## src/rtl/moving_average_pkg.sv

```systemverilog
// Shared types and helpers for the moving-average scheduler: default sample
// width, channel-ID width function and the result tag carried alongside the datapath.
package moving_average_pkg;

    localparam int DATA_W_DEF  = 8;
    localparam int CH_ID_W_MAX = 3;

    function automatic int ch_id_w(input int num_ch);
        return (num_ch > 1) ? $clog2(num_ch) : 1;
    endfunction

    // Channel field is sized for the largest supported NUM_CH; upper bits stay zero.
    typedef struct packed {
        logic                   valid;
        logic [CH_ID_W_MAX-1:0] ch;
        logic                   warm;
    } tag_t;

endpackage

```

## src/rtl/rr_arbiter.sv

```systemverilog
// Round-robin arbiter: rotating priority pointer, one-hot grant and encoded
// index; the pointer moves just past the winner whenever a grant is issued.
module rr_arbiter
    import moving_average_pkg::*;
#(
    parameter int NUM_CH = 4,
    localparam int CH_ID_W = ch_id_w(NUM_CH)
) (
    input  logic               clk_i,
    input  logic               rst_ni,
    input  logic               flush_i,
    input  logic [NUM_CH-1:0]  req_i,
    output logic [NUM_CH-1:0]  grant_o,
    output logic [CH_ID_W-1:0] idx_o,
    output logic               valid_o
);

    logic [CH_ID_W-1:0] ptr_q, ptr_d;

    // Search upward from the pointer with wrap; flush suppresses every grant.
    always_comb begin
        int cand;
        grant_o = '0;
        idx_o   = '0;
        valid_o = 1'b0;
        cand    = 0;
        if (!flush_i) begin
            for (int off = 0; off < NUM_CH; off++) begin
                cand = (int'(ptr_q) + off) % NUM_CH;
                if (!valid_o && req_i[cand]) begin
                    valid_o       = 1'b1;
                    grant_o[cand] = 1'b1;
                    idx_o         = CH_ID_W'(cand);
                end
            end
        end
    end

    always_comb begin
        ptr_d = ptr_q;
        if (flush_i) begin
            ptr_d = '0;
        end else if (valid_o) begin
            ptr_d = CH_ID_W'((int'(idx_o) + 1) % NUM_CH);
        end
    end

    always_ff @(posedge clk_i or negedge rst_ni) begin
        if (!rst_ni) begin
            ptr_q <= '0;
        end else begin
            ptr_q <= ptr_d;
        end
    end

endmodule

```

## src/rtl/moving_average_scheduler.sv

```systemverilog
// Shares one context-switched moving-average datapath between NUM_CH producers.
// Optional build macro MA_SCHED_STATS_EN adds per-channel 16-bit grant counters.
module moving_average_scheduler
    import moving_average_pkg::*;
#(
    parameter int NUM_CH     = 4,
    parameter int DATA_W     = DATA_W_DEF,
    parameter int DP_LATENCY = 2,
    parameter int WINDOW     = 4,
    localparam int CH_ID_W   = ch_id_w(NUM_CH)
) (
    input  logic                     system1000,
    input  logic                     system1000_rstn,
    input  logic                     flush,
    input  logic [NUM_CH-1:0]        req_valid,
    input  logic [NUM_CH*DATA_W-1:0] req_data,
    output logic [NUM_CH-1:0]        req_ready,
    output logic                     dp_valid,
    output logic [CH_ID_W-1:0]       dp_ch,
    output logic [DATA_W-1:0]        dp_in,
    input  logic [DATA_W-1:0]        dp_out,
    output logic                     res_valid,
    output logic [CH_ID_W-1:0]       res_ch,
    output logic [DATA_W-1:0]        res_data,
    output logic                     res_warm
`ifdef MA_SCHED_STATS_EN
    ,
    output logic [NUM_CH*16-1:0]     stat_grants
`endif
);

    localparam int CNT_W = $clog2(WINDOW + 1);

    logic               transfer;
    logic [CH_ID_W-1:0] grantIdx;
    logic [DATA_W-1:0]  grantData;
    logic               grantWarm;
    tag_t               newTag;

    logic [CNT_W-1:0]   warmCnt_q [NUM_CH];
    logic [CNT_W-1:0]   warmCnt_d [NUM_CH];
    tag_t               tag_q [DP_LATENCY+1];
    tag_t               tag_d [DP_LATENCY+1];
    logic [CH_ID_W-1:0] dpCh_q, dpCh_d;
    logic [DATA_W-1:0]  dpIn_q, dpIn_d;
    logic               resValid_q, resValid_d;
    logic [CH_ID_W-1:0] resCh_q, resCh_d;
    logic [DATA_W-1:0]  resData_q, resData_d;
    logic               resWarm_q, resWarm_d;

    rr_arbiter #(.NUM_CH(NUM_CH)) u_arb (
        .clk_i   (system1000),
        .rst_ni  (system1000_rstn),
        .flush_i (flush),
        .req_i   (req_valid),
        .grant_o (req_ready),
        .idx_o   (grantIdx),
        .valid_o (transfer)
    );

    assign grantData = req_data[int'(grantIdx)*DATA_W +: DATA_W];
    assign grantWarm = (int'(warmCnt_q[grantIdx]) + 1) >= WINDOW;

    // Stage 0 of the tag pipe is the issue stage; stage DP_LATENCY lines up with dp_out.
    always_comb begin
        newTag                    = '0;
        newTag.valid              = transfer;
        newTag.ch[CH_ID_W-1:0]    = grantIdx;
        newTag.warm               = grantWarm;
        warmCnt_d                 = warmCnt_q;
        tag_d[0]                  = newTag;
        for (int k = 1; k <= DP_LATENCY; k++) begin
            tag_d[k] = tag_q[k-1];
        end
        dpCh_d     = dpCh_q;
        dpIn_d     = dpIn_q;
        resValid_d = tag_q[DP_LATENCY].valid;
        resCh_d    = resCh_q;
        resData_d  = resData_q;
        resWarm_d  = resWarm_q;
        if (transfer) begin
            dpCh_d = grantIdx;
            dpIn_d = grantData;
            if (int'(warmCnt_q[grantIdx]) < WINDOW) begin
                warmCnt_d[grantIdx] = warmCnt_q[grantIdx] + CNT_W'(1);
            end
        end
        if (tag_q[DP_LATENCY].valid) begin
            resCh_d   = tag_q[DP_LATENCY].ch[CH_ID_W-1:0];
            resData_d = dp_out;
            resWarm_d = tag_q[DP_LATENCY].warm;
        end
        if (flush) begin
            for (int c = 0; c < NUM_CH; c++) begin
                warmCnt_d[c] = '0;
            end
            for (int k = 0; k <= DP_LATENCY; k++) begin
                tag_d[k] = '0;
            end
            dpCh_d     = '0;
            dpIn_d     = '0;
            resValid_d = 1'b0;
            resCh_d    = '0;
            resData_d  = '0;
            resWarm_d  = 1'b0;
        end
    end

    always_ff @(posedge system1000 or negedge system1000_rstn) begin
        if (!system1000_rstn) begin
            for (int c = 0; c < NUM_CH; c++) begin
                warmCnt_q[c] <= '0;
            end
            for (int k = 0; k <= DP_LATENCY; k++) begin
                tag_q[k] <= '0;
            end
            dpCh_q     <= '0;
            dpIn_q     <= '0;
            resValid_q <= 1'b0;
            resCh_q    <= '0;
            resData_q  <= '0;
            resWarm_q  <= 1'b0;
        end else begin
            warmCnt_q  <= warmCnt_d;
            tag_q      <= tag_d;
            dpCh_q     <= dpCh_d;
            dpIn_q     <= dpIn_d;
            resValid_q <= resValid_d;
            resCh_q    <= resCh_d;
            resData_q  <= resData_d;
            resWarm_q  <= resWarm_d;
        end
    end

    assign dp_valid  = tag_q[0].valid;
    assign dp_ch     = dpCh_q;
    assign dp_in     = dpIn_q;
    assign res_valid = resValid_q;
    assign res_ch    = resCh_q;
    assign res_data  = resData_q;
    assign res_warm  = resWarm_q;

`ifdef MA_SCHED_STATS_EN
    logic [15:0] statCnt_q [NUM_CH];

    // Counters wrap naturally at 2^16.
    always_ff @(posedge system1000 or negedge system1000_rstn) begin
        if (!system1000_rstn) begin
            for (int c = 0; c < NUM_CH; c++) begin
                statCnt_q[c] <= '0;
            end
        end else if (flush) begin
            for (int c = 0; c < NUM_CH; c++) begin
                statCnt_q[c] <= '0;
            end
        end else if (transfer) begin
            statCnt_q[grantIdx] <= statCnt_q[grantIdx] + 16'd1;
        end
    end

    for (genvar g = 0; g < NUM_CH; g++) begin : gen_stat
        assign stat_grants[g*16 +: 16] = statCnt_q[g];
    end
`endif

endmodule

```

## config.mk

```make
export PLATFORM = sky130hd
export DESIGN_NAME = moving_average_scheduler
export DESIGN_NICKNAME = d
export VERILOG_FILES = /design/src/rtl/moving_average_pkg.sv /design/src/rtl/rr_arbiter.sv /design/src/rtl/moving_average_scheduler.sv
export SDC_FILE = /design/constraint.sdc
export NUM_CORES = 1
export LEC_CHECK = 0
export CORE_MARGIN = 1.5
export CORE_UTILIZATION = 44
export DETAILED_ROUTE_END_ITERATION = 12
export GPL_ROUTABILITY_DRIVEN = 0
export HOLD_SLACK_MARGIN = 0.08
export PLACE_DENSITY = 0.72
export SLEW_MARGIN = 10
export SYNTH_ARGS = -nofsm -noshare
export SYNTH_HDL_FRONTEND = slang
export SYNTH_SLANG_ARGS = --single-unit
```

## constraint.sdc

```tcl
create_clock -name system1000 -period 6.24 [get_ports system1000]
set_clock_uncertainty 0.05 [all_clocks]
set_input_delay 1.248 -clock system1000 [delete_from_list [all_inputs] [get_ports system1000]]
set_output_delay 1.248 -clock system1000 [all_outputs]
set_load 0.01 [all_outputs]
```

==> results of run 1 <==
placed cells by master, fill, tap and decap left out, drive strengths merged, types with 9 or more instances in the layout:
cell and n:
a211oi 9, dfrtp 48, mux2i 16, nand3 32, nor2b 10, clkdlybuf4s50 72, inv 11, a2111oi 9
a21oi 17, nand2 44, nor2 31, ha 13
report_power, final:
group	switching [mW]	leakage (nW)	total, mW	internal, mW
clock network	0.106	0.0614	0.238	0.131
registers	0.0566	0.647	0.429	0.373
logic	0.409	0.924	0.716	0.306
worst paths after layout:
kind | startpoint | endpoint | slack (ns) | depth (start not counted)
worst max register to register | u_arb.ptr_q[0]$_DFFE_PN0N_ | warmCnt_q[1]$_DFFE_PN0P_ | 1.45 | 12
worst max-delay path | req_valid[2] | req_ready[1] | 0.88 | 8
min in group asynchronous | system1000_rstn | res_data[0]$_DFFE_PN0P_ | 1.08 | 1
max in group asynchronous | system1000_rstn | dp_ch[1]$_DFFE_PN0N_ | 4.39 | 1
worst min-delay path | tag_q[11]$_DFF_PN0_ | tag_q[6]$_DFF_PN0_ | 0.42 | 1
worst min register to register | tag_q[11]$_DFF_PN0_ | tag_q[6]$_DFF_PN0_ | 0.42 | 1
metal layers:
metal / global-route usage / vias to the layer above / wire length (um)
li1: - / 1318 / -
met1: 0.2720 / 1274 / 3249
met2: 0.3486 / 70 / 3804
met3: 0.03272 / 7 / 301
met4: 0.05572 / 0 / 70
met5: 0 / - / 0
worst reg2reg max path: stages (launching register included):
cell and delay [ns]:
dfrtp_1 0.75, inv_1 0.28, ha_1 0.51, mux4_2 0.45, o211ai_2 0.12, o221ai_2 0.22, a21oi_4 0.48, inv_2 0.43
a211oi_1 0.74, nor2_1 0.09, ha_1 0.36, o21ai_0 0.10, a21oi_1 0.15
stage by stage:
stage	hold WS (ns)	power (mW)
finish	0.4186	1.383
global route	0.4360	1.485
CTS	0.4243	1.385
detailed placement	0.4032	1.146
global placement	0.3905	1.123
floorplan	0.3885	0.9274
area by class of cell:
class | instances | share of cell area
well taps | 80 | 0.02563
clock buffers | 6 | 0.02115
flip-flops and latches | 48 | 0.3076
multi-input cells | 245 | 0.4297
inverters | 11 | 0.01057
repair buffers | 78 | 0.1954
clock inverters | 2 | 0.009933
registers in the layout, indices dropped and copies added, names as in the netlist:
register,flops
res_warm,1
u_arb.ptr_q,2
res_ch,2
dp_valid,1
dp_in,8
tag_q,11
res_valid,1
res_data,8
warmCnt_q,12
dp_ch,2
logic make-up (layout without fill, tap and decap cells):
| logic type | count (synthesis) | count (layout) | synth area share |
|---|---|---|---|
| AO/OA/AOI/OAI | 81 | 81 | 0.2319 |
| multiplexers | 18 | 18 | 0.06384 |
| AND/OR/NAND/NOR | 132 | 132 | 0.2002 |
| adder cells (fa/ha/maj) | 13 | 13 | 0.05354 |
| XOR/XNOR | 1 | 1 | 0.002884 |
| flip-flops | 48 | 48 | 0.3954 |
| buffers and inverters | 33 | 97 | 0.05231 |
==> results.cfg, run 1 <==
[floorplanning]
rows = 30
die_y_um = 86.09
die_x_um = 86.09
start_util = 0.4521
boundaryPins = 74
dieArea_sq_um = 7411
core_area_sq_um = 6719

[synthesis]
synth_area_sq_um = 3038
netlist.top_cell.by_area = dfrtp_1
syn_nets = 386
netlist.area_leader.share = 0.3954
async_reset_ff_frac = 1.000
netlist_top_cells_area = dfrtp_1 (40%), nand2_1 (5.4%), ha_1 (5.4%)
synth.distinct_cells = 44
synth_ff_type = dfrtp_1
yosysSeqAreaShare = 0.3954
yosys_warnings = 0
synth.most_common_cell = dfrtp_1
ys_seq_elements = 48
synthTopCellsByCount = dfrtp_1 (48), nand2_1 (44), nand3_1 (32)
synth_area_per_cell_sq_um = 9.319
synthCells = 326
synth-edff-count = 0

[sta]
setup_ws_ns = 0.8807
finalCritPeriodShare = 0.8589
drv_slew = 0
finalSetupTns_ns = 0
period_needed_ns = 5.359
final-setup-viol-count = 0
max_slew_margin = 0.2890
fmax_mhz = 186.6
grt_setup_unrepaired = no
hold_violations = 0
worst_pin_slew_ns = 1.067

[worst_setup_path]
cp_top_family = buffers and inverters
path_class = primary input to output pin
crit_path_start_kind = primary input
crit_chain = clkdlybuf4s50_1 > mux4_2 > a211oi_1 > a22oi_1 > nor2_1 > a221oi_1 > nor2_1 > clkdlybuf4s50_1
crit_buf_inv = 2
cp_slowest_cell = mux4_2
critical-path-max-stage-delay_ns = 0.63
crit_fanout = 9
crit_arrival_ns = 4.06
cp-end-kind = output pin
critical_path_required_ns = 4.94

[route]
vias = 2669
drtIter0Drc = 155
drcViolationCount = 0
wl_um = 7425
drtPass1Iterations = 5
wire_per_inst_um = 15.80
avgViaCountPerCell = 5.679
ant_nets = 0

[clock_network]
postCtsSetupBuffers = 0
postCtsHoldBufs = 0
cts-root-buf = clkbuf_8
cts_tree = yes
cts_sinks = 48
clock_path_buffers = 2
cts-htree-levels = 2
clock_latency_ns = 0.30
path_clk_slew_ns = 0.09
cts-resized-gates = 0
cts_made_buffers = 5

[global_routing]
antenna_found_initial = 0
grt_pass1_vias = 2537
grt_max_degree = 49
grt_usage = 0.2051
grt_pass1_wl_um = 12100
grt-ovfl-total = 0

[finish]
stdcell_count = 470
multi_input_area_sq_um = 1678
areaGrowthSynthToFinish_pct = 28.54
seq_area_sq_um = 1201
drive_above_1_share = 0.07949
antennaDiodeCount = 0
fillers = 585
fin_area_sq_um = 3905
nNetsFinal = 449
utilization = 0.5812

[placed_design]
io_buffers = 73
place_area_sq_um = 3784
preCtsSetupSlack_ns = 0.9146
hpwl_um = 5271
place_inst = 462

[power]
ir_worst_vdd_mv = 0.1967
power_density_nw_per_um2 = 354.1
power_leakage_nw = 1.633

[run]
cap_violations = 0

[run_status]
status = finished, final reports clean

[min_path]
hold_path.class = flip-flop to flip-flop
Power figures use the tool's default switching activity.
==> run 2: changes to the inputs <==
- GPL_TIMING_DRIVEN: unset -> 0
==> run 2 against run 1 <==
  * Flip-flop and latch count stayed put
  * Via count is 4.6% higher
  * Largest cell class unchanged
  * Worst setup slack better by 0.089 ns
==> results.cfg, run 2 (same netlist as run 1, synthesis figures left out) <==
[sta]
hold_violations = 0
max_slew_margin = 0.3074
drv_slew = 0
period_needed_ns = 5.270
finalSetupTns_ns = 0
grt_setup_unrepaired = no
fmax_mhz = 189.7
finalCritPeriodShare = 0.8446
worst_pin_slew_ns = 1.033
final-setup-viol-count = 0

[worst_setup_path]
critical_path_required_ns = 4.94
crit_arrival_ns = 3.97
crit_fanout = 8
cp-end-kind = output pin
crit_path_start_kind = primary input
path_class = primary input to output pin

[finish]
top_register = warmCnt_q
mostFrequentLayoutCell = clkdlybuf4s50_1
nNetsFinal = 466
reg_top3 = warmCnt_q: 12 flops, tag_q: 11 flops
fin_area_sq_um = 3999
antennaDiodeCount = 0
areaGrowthSynthToFinish_pct = 31.63
largest_reg_flops = 12
fillers = 607
layout_common_cells = clkdlybuf4s50_1 (70), dfrtp_1 (48), nand2_1 (44)
drive_above_1_share = 0.09828

[placed_design]
place_area_sq_um = 3877
hpwl_um = 5793
io_buffers = 71

[run]
cap_violations = 0

[floorplanning]
die_y_um = 86.09
core_area_sq_um = 6719
die_x_um = 86.09
dieArea_sq_um = 7411
start_util = 0.4521
rows = 30
boundaryPins = 74

[clock_network]
cts-root-buf = clkbuf_8
cts_made_buffers = 5
postCtsHoldBufs = 0
clock_path_buffers = 2
path_clk_slew_ns = 0.09
postCtsSetupBuffers = 0
cts-htree-levels = 2
cts_sinks = 48
cts_tree = yes
clock_latency_ns = 0.30
cts-resized-gates = 0

[power]
ir_worst_vdd_mv = 0.2076
power_leakage_nw = 1.678
power_density_nw_per_um2 = 351.9

[global_routing]
antenna_found_initial = 0
grt_pass1_vias = 2648
grt_max_degree = 38
grt-ovfl-total = 0
grt_pass1_wl_um = 12790
grt_usage = 0.2183

[route]
avgViaCountPerCell = 5.733
drtIter0Drc = 147
wl_um = 7710
wire_per_inst_um = 15.83
ant_nets = 0
drcViolationCount = 0
vias = 2792
drtPass1Iterations = 4

[min_path]
hold_path.class = flip-flop to flip-flop

[run_status]
status = finished, final reports clean
[run 2: cell types whose count changed in the layout (fill, tap and decap cells not counted), moves of 2 or more]
cell / previous run / this run
buf_1: 0 / 3
buf_2: 1 / 8
buf_4: 5 / 2
buf_6: 0 / 3
clkbuf_1: 0 / 8
clkdlybuf4s50_1: 72 / 70
[run 2: cell type report]
cell class | count | area [sq um] | area share
inverter | 11 | 41.29 | 0.01033
timing repair buffer | 73 | 733.2 | 0.1834
multi-input combinational | 245 | 1684 | 0.4212
clock buffer | 6 | 82.58 | 0.02065
buffer | 22 | 117.6 | 0.02941
tap | 80 | 100.1 | 0.02503
clock inverter | 2 | 38.79 | 0.009700
sequential | 48 | 1201 | 0.3004
[run 2: final timing paths]
check	startpoint	end	slack, ns	cells past startpoint
worst max-delay path	req_valid[1]	req_ready[2]	0.97	8
worst min-delay path	tag_q[7]$_DFF_PN0_	tag_q[2]$_DFF_PN0_	0.42	1
max in group asynchronous	system1000_rstn	dp_in[0]$_DFFE_PN0N_	4.87	2
worst min register to register	tag_q[7]$_DFF_PN0_	tag_q[2]$_DFF_PN0_	0.42	1
min in group asynchronous	system1000_rstn	warmCnt_q[5]$_DFFE_PN0P_	0.78	1
worst max register to register	u_arb.ptr_q[0]$_DFFE_PN0N_	tag_q[10]$_DFF_PN0_	1.76	13
[run 2: per-layer routing]
| metal | up-vias | part of all wire | track usage |
|---|---|---|---|
| met5 | - | 0 | 0 |
| met3 | 12 | 0.053 | 0.03657 |
| met2 | 74 | 0.50 | 0.3593 |
| met1 | 1361 | 0.43 | 0.2949 |
| li1 | 1345 | - | - |
| met4 | 0 | 0.016 | 0.06891 |
[run 2: critical path, stage by stage]
cell	delay, ns
clkdlybuf4s50_1	0.57
mux4_2	0.62
a211oi_1	0.54
a22oi_1	0.16
nor2_1	0.13
a221oi_1	0.05
nor2_1	0.10
clkdlybuf4s50_1	0.55
[run 2: power by group]
part           switching (mW)  internal [mW]
clock network           0.106          0.131
registers              0.0409          0.373
logic                   0.437          0.319
[run 2: per-stage QoR]
stage | util | hold slack, ns | power, mW | setup slack, ns | std cells
finish | 0.5952 | 0.4209 | 1.407 | 0.9696 | 487
CTS | 0.5952 | 0.4218 | 1.410 | 1.041 | 487
floorplan | - | 0.3885 | 0.9274 | 2.196 | 326
global route | 0.5952 | 0.4420 | 1.510 | 0.7979 | 487
global placement | 0.5728 | 0.3956 | 1.149 | 1.072 | 477
detailed placement | 0.5771 | 0.3980 | 1.167 | 1.042 | 479
==> run 3: changes to the inputs <==
- PLACE_DENSITY: 0.72 -> 0.75
- clock period: 6.24 -> 4.7 ns (I/O delays scaled with it)
==> run 3 against run 2 <==
  * Core utilization is essentially flat
  * Critical path depth did not move
  * Die area unchanged
  * Sequential power up 33%
  * Worst hold slack worse by 0.0028 ns
  * Critical endpoint is now req_ready[0]
  * Critical path type unchanged
  * Routed wire length shrank 0.60%
  * Final cell count is the same
==> results.cfg, run 3 (same netlist as run 1, synthesis figures left out) <==
[sta]
finalCritPeriodShare = 0.9341
setup_ws_ns = 0.3096
period_needed_ns = 4.390
max_slew_margin = 0.3875
grt_setup_unrepaired = no
final-setup-viol-count = 0
fmax_mhz = 227.8
hold_violations = 0
worst_pin_slew_ns = 0.9188
drv_slew = 0

[power]
ir_worst_vdd_mv = 0.2334
power.switching_mw = 0.7899
power_density_nw_per_um2 = 459.5
p_total_mw = 1.839
p_int_mw = 1.049
seqPwrFrac = 0.300
p_sw_frac = 0.4296
clkPwrFrac = 0.143
power_frac_comb = 0.557
power_leakage_nw = 1.676

[floorplanning]
rows = 30
die_x_um = 86.09
start_util = 0.4521
boundaryPins = 74
dieArea_sq_um = 7411
core_area_sq_um = 6719
die_y_um = 86.09

[finish]
fin_area_sq_um = 4001
reg_top3 = warmCnt_q: 12 flops, tag_q: 11 flops
drive_above_1_share = 0.1081
top_register = warmCnt_q
fillers = 566
nNetsFinal = 466
areaGrowthSynthToFinish_pct = 31.71
mostFrequentLayoutCell = clkdlybuf4s50_1
stdcell_count = 487
layout_common_cells = clkdlybuf4s50_1 (70), dfrtp_1 (47), nand2_1 (44)
largest_reg_flops = 12
antennaDiodeCount = 0

[route]
avgViaCountPerCell = 5.700
wire_per_inst_um = 15.74
vias = 2776
drtIter0Drc = 180
drtPass1Iterations = 5
ant_nets = 0
wl_um = 7664
drcViolationCount = 0

[worst_setup_path]
crit_fanout = 8
critical_path_required_ns = 3.71
cp-end-kind = output pin
r2r_setup_slack_ns = 0.38
reg2regPathDepth = 13
crit_arrival_ns = 3.40
crit_path_start_kind = primary input
rr_startpoint = u_arb.ptr_q[0]$_DFFE_PN0N_
reg2reg_to = warmCnt_q[10]$_DFFE_PN0P_
path_class = primary input to output pin

[placed_design]
place_area_sq_um = 3885
io_buffers = 71
place_inst = 479
preCtsSetupSlack_ns = -0.08985
hpwl_um = 5843

[clock_network]
cts_made_buffers = 5
clock_path_buffers = 2
clock_latency_ns = 0.31
cts-htree-levels = 2
cts_sinks = 48
cts_tree = yes
postCtsSetupBuffers = 0
cts-root-buf = clkbuf_8
path_clk_slew_ns = 0.08

[run_status]
status = finished, final reports clean

[global_routing]
grt_usage = 0.2109
grt-ovfl-total = 0
antenna_found_initial = 0
grt_pass1_vias = 2586
grt_pass1_wl_um = 12340
grt_max_degree = 29

[min_path]
hold_path.class = flip-flop to flip-flop
hold_end = tag_q[0]$_DFF_PN0_
worstHoldPathCells = 1
min_from = tag_q[5]$_DFF_PN0_

[run]
cap_violations = 0
[run 3: changes by cell type in the layout (fill, tap and decap cells not counted), sizes merged]
cell and change:
bufinv -1, inv +1
[run 3: how the worst max path moves through the flow]
stage | slack, ns | end | start
after floorplan | 1.03 | warmCnt_q[10]$_DFFE_PN0P_ | u_arb.ptr_q[0]$_DFFE_PN0N_
after global placement | 0.004 | warmCnt_q[3]$_DFFE_PN0P_ | req_valid[1]
after detailed placement | -0.09 | warmCnt_q[9]$_DFFE_PN0P_ | req_valid[1]
after CTS | 0.001 | req_ready[0] | u_arb.ptr_q[0]$_DFFE_PN0N_
after global routing | 0.04 | warmCnt_q[11]$_DFFE_PN0P_ | req_valid[1]
final | 0.31 | req_ready[0] | req_valid[0]
[run 3: what timing repair did]
item                       4_1_cts  5_1_grt
setup endpoints to repair        0       10
hold buffers                     0        0
gates resized for setup          0        6
[run 3: per-layer routing]
metal,routed length [um],up-vias,global-route usage
li1,-,1344,-
met1,3269,1328,0.2633
met2,3892,91,0.3694
met3,380,13,0.03850
met4,121,0,0.06745
met5,0,-,0
[run 3: power by group through the flow]
stage                     registers (mW)  clock network, mW  logic (mW)
after floorplan                    0.561                  0       0.671
after global placement             0.556                  0       0.965
after detailed placement           0.559                  0       0.994
after CTS                          0.550              0.270       0.998
after global routing               0.564              0.291        1.12
final                              0.552              0.262        1.02
[run 3: final cells by class]
cell class | count | area (sq um) | share of cell area
multi-input cells | 245 | 1702 | 0.4253
flip-flops and latches | 48 | 1202 | 0.3005
repair buffers | 73 | 740.7 | 0.1851
plain buffers | 22 | 118.9 | 0.02971
well taps | 80 | 100.1 | 0.02502
clock buffers | 6 | 82.58 | 0.02064
inverters | 11 | 41.29 | 0.01032
clock inverters | 2 | 13.76 | 0.003440
[run 3: worst max-delay path, stage by stage]
cell and delay [ns]:
clkdlybuf4s50_1 0.58, mux4_2 0.63, a211oi_4 0.30, a22oi_1 0.13, nor2_1 0.11, a221oi_1 0.05
nor2_1 0.10, clkdlybuf4s50_1 0.55
[run 3: per-stage QoR]
stage | utilization | TNS, ns | hold WS, ns
final | 0.5955 | 0 | 0.4182
after global placement | 0.5728 | 0 | 0.4001
after CTS | 0.5926 | 0 | 0.4226
after global routing | 0.5955 | 0 | 0.4369
after floorplan | - | 0 | 0.3885
after detailed placement | 0.5782 | -0.3970 | 0.4015
